**src/rtl/conv_pu_mac.sv**
```systemverilog
// conv_pu_mac: PU responder that multiply-accumulates taps and emits quantized results.
// Optional feature macro CONV_PU_RELU_EN selects unsigned ReLU clamp instead of signed saturation.
module conv_pu_mac #(
  parameter int PIX_W        = 8,
  parameter int WGT_W        = 8,
  parameter int ACC_W        = 21,
  parameter int OUT_W        = 8,
  parameter int SHIFT        = 0,
  parameter int KERNEL_SIZE  = 9,
  parameter int OUT_MAP_SIZE = 676
) (
  input  logic                    clk,
  input  logic                    reset,
  input  logic                    start_pu,
  input  logic                    latch_result,
  input  logic [PIX_W-1:0]        pixel_in,
  input  logic signed [WGT_W-1:0] weight_in,
  output logic [OUT_W-1:0]        res_data,
  output logic [9:0]              res_addr,
  output logic                    res_valid,
  output logic signed [ACC_W-1:0] acc_out,
  output logic                    done_pu,
  output logic                    frame_done,
  output logic                    err_count
);

  localparam int PROD_W = PIX_W + WGT_W + 1;

  localparam logic [3:0] L_KS   = 4'(KERNEL_SIZE);
  localparam logic [9:0] L_LAST = 10'(OUT_MAP_SIZE - 1);

  localparam logic signed [ACC_W-1:0] L_SMAX =
    ACC_W'((2 ** (OUT_W - 1)) - 1);
  localparam logic signed [ACC_W-1:0] L_SMIN =
    ACC_W'(-(2 ** (OUT_W - 1)));
  localparam logic signed [ACC_W-1:0] L_UMAX =
    ACC_W'((2 ** OUT_W) - 1);

  logic                    r_mac_en_d1;
  logic                    r_latch_d1;
  logic signed [ACC_W-1:0] r_acc;
  logic [3:0]              r_tap_cnt;
  logic [9:0]              r_out_cnt;
  logic [OUT_W-1:0]        r_res_data;
  logic [9:0]              r_res_addr;
  logic                    r_res_valid;
  logic signed [ACC_W-1:0] r_acc_out;
  logic                    r_frame_done;
  logic                    r_err;

  logic signed [PROD_W-1:0] w_prod;
  logic signed [ACC_W-1:0]  w_prod_ext;
  logic signed [ACC_W-1:0]  w_q;
  logic [OUT_W-1:0]         w_sat;

  // pixel is unsigned: prepend a zero so the signed multiply treats it as positive
  assign w_prod     = $signed({1'b0, pixel_in}) * $signed(weight_in);
  assign w_prod_ext = {{(ACC_W - PROD_W){w_prod[PROD_W-1]}}, w_prod};
  assign w_q        = r_acc >>> SHIFT;

  always_comb begin
    w_sat = w_q[OUT_W-1:0];
`ifdef CONV_PU_RELU_EN
    if (w_q[ACC_W-1])
      w_sat = '0;
    else if (w_q > L_UMAX)
      w_sat = '1;
`else
    if (w_q > L_SMAX)
      w_sat = {1'b0, {(OUT_W-1){1'b1}}};
    else if (w_q < L_SMIN)
      w_sat = {1'b1, {(OUT_W-1){1'b0}}};
`endif
  end

  always_ff @(posedge clk or negedge reset) begin
    if (!reset) begin
      r_mac_en_d1  <= 1'b0;
      r_latch_d1   <= 1'b0;
      r_acc        <= '0;
      r_tap_cnt    <= '0;
      r_out_cnt    <= '0;
      r_res_data   <= '0;
      r_res_addr   <= '0;
      r_res_valid  <= 1'b0;
      r_acc_out    <= '0;
      r_frame_done <= 1'b0;
      r_err        <= 1'b0;
    end else begin
      r_mac_en_d1  <= start_pu;
      r_latch_d1   <= latch_result;
      r_res_valid  <= r_latch_d1;
      r_frame_done <= r_latch_d1 && (r_out_cnt == L_LAST);
      if (r_latch_d1) begin
        r_acc_out  <= r_acc;
        r_res_data <= w_sat;
        r_res_addr <= r_out_cnt;
        r_out_cnt  <= (r_out_cnt == L_LAST) ? '0 : r_out_cnt + 10'd1;
        if (r_tap_cnt != L_KS)
          r_err <= 1'b1;
      end
      // a tap landing on the latch cycle starts the next pixel
      if (r_latch_d1) begin
        r_acc     <= r_mac_en_d1 ? w_prod_ext : '0;
        r_tap_cnt <= r_mac_en_d1 ? 4'd1 : 4'd0;
      end else if (r_mac_en_d1) begin
        r_acc <= r_acc + w_prod_ext;
        if (r_tap_cnt != 4'd15)
          r_tap_cnt <= r_tap_cnt + 4'd1;
      end
    end
  end

  assign res_data   = r_res_data;
  assign res_addr   = r_res_addr;
  assign res_valid  = r_res_valid;
  assign acc_out    = r_acc_out;
  assign done_pu    = r_res_valid;
  assign frame_done = r_frame_done;
  assign err_count  = r_err;

endmodule

```
**config.mk**
```make
export PLATFORM = sky130hd
export DESIGN_NAME = conv_pu_mac
export DESIGN_NICKNAME = d
export VERILOG_FILES = /design/src/rtl/conv_pu_mac.sv
export SDC_FILE = /design/constraint.sdc
export NUM_CORES = 1
export LEC_CHECK = 0
export ABC_AREA = 1
export BUFFER_PORTS_ARGS = -buffer_cell sky130_fd_sc_hd__buf_2
export CORE_AREA = 2 2 144 146
export CTS_CLUSTER_SIZE = 28
export DETAILED_ROUTE_END_ITERATION = 10
export DIE_AREA = 0 0 146 148
export GPL_ROUTABILITY_DRIVEN = 0
export HOLD_SLACK_MARGIN = 0.08
export PLACE_DENSITY_LB_ADDON = 0.3
export SLEW_MARGIN = 40
export SYNTH_ARGS = -nofsm -noshare
export SYNTH_HDL_FRONTEND = slang
export SYNTH_SLANG_ARGS = --single-unit
```
**constraint.sdc**
```tcl
create_clock -name clk -period 5.6 [get_ports clk]
set_clock_uncertainty 0.2 [all_clocks]
set_input_delay 0.28 -clock clk [delete_from_list [all_inputs] [get_ports clk]]
set_output_delay 0.28 -clock clk [all_outputs]
set_load 0.02 [all_outputs]
```
---- After elaboration in Yosys (flattened, before gate mapping) ----
Cells that the tools add are included.
storage, ports and cells
  bits in registers ....................... 79
  latch bits .............................. 0
  memory bits (writable) .................. 0
  memory bits (read-only) ................. 0
  input bits .............................. 20
  output and inout bits ................... 43
  logic and storage cells ................. 35
  memories ................................ 0
cells by class
  add/sub/neg operators ................... 3
  $mul .................................... 1
  divide/modulo/power cells ............... 0
  order comparisons ....................... 2
  equal/unequal tests ..................... 3
  shift-type cells ........................ 0
  mux-type cells .......................... 10
  bitwise operators ....................... 0
  reductions and logical operators ........ 5
operators with widths
  kind                   number
  $mux 21                3
  $add 21x17->21         1
  $gt 21x8->1 const B    1
  $lt 21x8->1 const B    1
  $mul 9x8->17           1
  $mux 8                 2
  $mux 4                 3
  $add 10x1->10 const B  1
  $eq 10x10->1 const B   1
  $mux 10                1
  $ne 4x4->1 const B     2
  $add 4x1->4 const B    1
  $reduce_and 2->1       2
  $reduce_bool 2->1      2
  $logic_and 1x1->1      1
  $mux 1                 1

---- Longest topological paths before layout ----
  depth after elaboration ................. 4
  gate-level depth with buffers ........... 32
  depth with buffers taken out ............ 31

---- Least setup slack after synthesis ----
No wires, ideal clock.
  kind .................................... input -> register
  start point ............................. input port weight_in[7]
  end point ............................... register r_acc[20]
  library setup time ...................... 0.117 ns
  arrival time ............................ 5.104 ns
  data required time ...................... 5.283 ns
  setup slack ............................. 0.178 ns
  cell stages on the path ................. 27
  cell sequence ........................... clkinv_1 or2_2 fa_1 fa_1 inv_1 fa_1 inv_1 fa_1 inv_1 ha_1 a21oi_1 nand2_2 nand2_1 nand3_1 nand2_1 nand3b_1 and2_1 ha_1 nand2_1 inv_1 nand2_2 nor3_1 nand3_1 nand3_1 nand3_1 nand3_1 nand2_1
on the way
  longest elaborated chain between the ends .. 4
  elaborated cells on any way between the ends .. 5
  those cells by class .................... add/sub: 1; mul: 1; mux: 3
ends and longest elaborated chain
  what                  line  RTL
  start, declared       17    input logic signed [WGT_W-1:0] weight_in,
  $mul 9x8->17 (*)      57    assign w_prod = $signed({1'b0, pixel_in}) * $signed(weight_in);
  $add 21x17->21        107   r_acc <= r_acc + w_prod_ext;
  $mux 21               106   end else if (r_mac_en_d1) begin
  $mux 21 (*)           103   if (r_latch_d1) begin
  end signal, assigned  104   r_acc <= r_mac_en_d1 ? w_prod_ext : '0;
  end signal, assigned  107
  end, declared         41    logic signed [ACC_W-1:0] r_acc;
Every way passes the cells marked *; elsewhere a longest branch is shown, timed or not. The select of a mux whose other input is x is not followed.
A chain may end at the register's enable or synchronous reset.

---- Final worst setup path ----
Ends and elaborated chain as after synthesis.

==> metrics.cfg <==
[clock_network]
cts.sinks = 79
numCtsBuffers = 9
clk_pin_slew_ns = 0.06
cts_tree = yes
clockBufferDepth = 2
post_cts.repair.setup_buffers = 0
cts-root-buf = clkbuf_16
h-tree-depth = 3
clkLatencyLatePin_ns = 0.33

[floorplanning]
start_util = 0.345
coreArea_sq_um = 20000
dieArea_sq_um = 21600
die_w_microns = 146
num_io_pins = 63
std_cell_rows = 52
die_h_microns = 148

[synth]
yosysSeqAreaShare = 0.286
ys_types = 47
syn_avg_cell_area_sq_um = 7.56
syn_area_sq_um = 6920
synth_edf_count = 0
syn-instance-count = 915
synth.net_count = 1039
ys_warn_count = 0
async_flop_share = 1.00
ys.flop_type = dfrtp_1
ys_seq_elements = 79

[power_and_ir_drop]
p_leak_nw = 4.53
vdd_drop_max_mv = 0.259
power_w = 0.00434
power.density_nw_per_um2 = 537

[worst_setup_path]
regToRegStartpoint = r_acc[0]
slowest_stage = fa_1
r2r-end = r_acc[16]
r2r_slack_ns = 3.15
max_stage_delay_ns = 0.55
critPathKind = in2reg
worstSetupStartpointType = input pin
arrival_ns = 5.33
required_ns = 5.62
reg2reg_depth = 12
cp-end-kind = flop
critPathMaxFanout = 4

[sta]
drv_slew = 0
tightest_slew_ns = 0.722
setup_viol = 0
layout_setup_ws_ns = 0.290
finalCriticalPeriod_ns = 5.31
slew_headroom = 0.519
min_period_over_period = 0.948
clock.fmax_mhz = 188
hold_viol_final = 0

[global_routing]
overflow = 0
grt_pass1_vias = 5897
grt_max_degree = 80
antenna_found_initial = 0
grt_pass1_wl_mm = 28.3
grtUsageTotal = 0.160

[flow_run]
maxCapViolations = 0

[finish]
stdcell_count = 1272
fin_nets = 1121
antennaDiodeCount = 0
drive_above_1_share = 0.156
syn_to_final_growth_pct = 16.8

[placement]
dpl_worst_slack_ns = -0.190
dpl.hpwl_mm = 13.4
port-buffer-count = 62
numPlacedInstances = 1253

[detailed_routing]
detail-route-antenna-nets = 0
first_pass_iters = 5
dr.first_iter.drc_count = 286
num_vias = 5954
wirelength_mm = 16.7
via_per_inst = 4.68
drc = 0
wl_per_cell_microns = 13.1

[min_path]
hold_path_class = in2reg
hold_end = r_acc[0]
hold_depth = 3
min-delay-start = weight_in[0]

[run_status]
status = completed

==> where the power goes <==
group | leakage, nW | switching [W] | internal (W)
Sequential | 1.00 | 0.000159 | 0.000729
Combinational | 3.39 | 0.00171 | 0.00119
Clock | 0.139 | 0.000241 | 0.000315
==> layer usage <==
| layer | share of wire | up-vias | global-route usage | routed length [microns] |
|---|---|---|---|---|
| met3 | 0.040 | 25 | 0.0201 | 669 |
| met2 | 0.47 | 130 | 0.275 | 7780 |
| met1 | 0.47 | 2768 | 0.211 | 7850 |
| met4 | 0.023 | 0 | 0.0544 | 379 |
| li1 | - | 3031 | - | - |
| met5 | 0 | - | 0 | 0 |
==> kinds of logic after synthesis <==
| logic type | share of synthesized area |
|---|---|
| and+or+nand+nor | 0.263 |
| buffers and inverters | 0.112 |
| DFF | 0.286 |
| adders and majority gates | 0.229 |
| xor gates and xnor gates | 0.0291 |
| AOI/OAI and AO/OA | 0.0809 |
==> timing repair <==
action	CTS	global route
hold endpoints to repair	81	0
setup endpoints to repair	0	10
resized for setup	0	13
hold buffers	3	0
==> cell usage after synthesis (all sizes together), types with 2 or more instances <==
cell type	number	area, sq um
xnor2	7	61.3
nand2	277	1060
o221ai	6	52.6
nand3b	4	30.0
o211ai	3	22.5
nor3	9	60.1
a21o	2	15.0
ha	66	826
a211oi	2	15.0
o21bai	3	22.5
nor2	36	153
nand4	11	68.8
and2	6	40.0
xor2	16	140
a21oi	38	194
or2	5	31.3
fa	38	761
o21ai	31	155
nor4	5	43.8
inv	169	634
nand3	62	315
buf	10	61.3
clkbuf	20	75.1
dfrtp	79	1980
==> worst max path at each step <==
stage | slack (ns) | to | from
after floorplan | 0.18 | r_acc[20] | weight_in[7]
after global placement | -0.22 | r_acc[17] | weight_in[7]
after detailed placement | -0.19 | r_acc[17] | weight_in[7]
after CTS | 0.16 | r_acc[17] | weight_in[7]
after global routing | -0.03 | r_acc[20] | weight_in[7]
final | 0.29 | r_acc[20] | weight_in[7]
==> stage by stage <==
step | utilization | TNS, ns | cell area [sq um] | hold WS, ns
2_1_floorplan | - | 0 | 6920 | -0.216
3_3_place_gp | 0.384 | -0.979 | 7700 | 0.190
3_5_place_dp | 0.385 | -1.19 | 7710 | 0.175
4_1_cts | 0.400 | 0 | 8020 | 0.238
5_1_grt | 0.403 | -0.0339 | 8080 | 0.272
6_report | 0.403 | 0 | 8080 | 0.245
==> critical path: cells and delay by family <==
family / cells / cell delay (ns)
and+or+nand+nor: 11 / 1.39
buffers and inverters: 7 / 0.60
adders and majority gates: 6 / 2.70
AOI/OAI and AO/OA: 2 / 0.36
==> flip-flops by register name, summed over array words and instances (netlist names), 4 cells and up <==
signal and cells:
r_out_cnt 10, acc_out 21, r_tap_cnt 4, res_addr 10, res_data 8, r_acc 21
==> layout by cell type, fill, tap and decap left out, drive strengths merged, types with 5 or more instances in the layout <==
master	netlist	final
a21oi	38	38
and2	6	6
buf	10	98
clkbuf	20	10
dfrtp	79	79
fa	38	38
ha	66	66
inv	169	171
nand2	277	277
nand3	62	62
nand4	11	11
nor2	36	36
nor3	9	9
nor4	5	5
o21ai	31	31
o221ai	6	6
or2	5	5
xnor2	7	7
xor2	16	16
==> final cells by class <==
type / count / area (sq um)
Fill cell: 2141 / 12000
Multi-Input combinational cell: 636 / 4230
Sequential cell: 79 / 1980
Inverter: 170 / 638
Timing Repair Buffer: 101 / 617
Tap cell: 270 / 338
Clock buffer: 10 / 239
Clock inverter: 6 / 43.8
No activity file was read; power rests on OpenSTA's default activity.
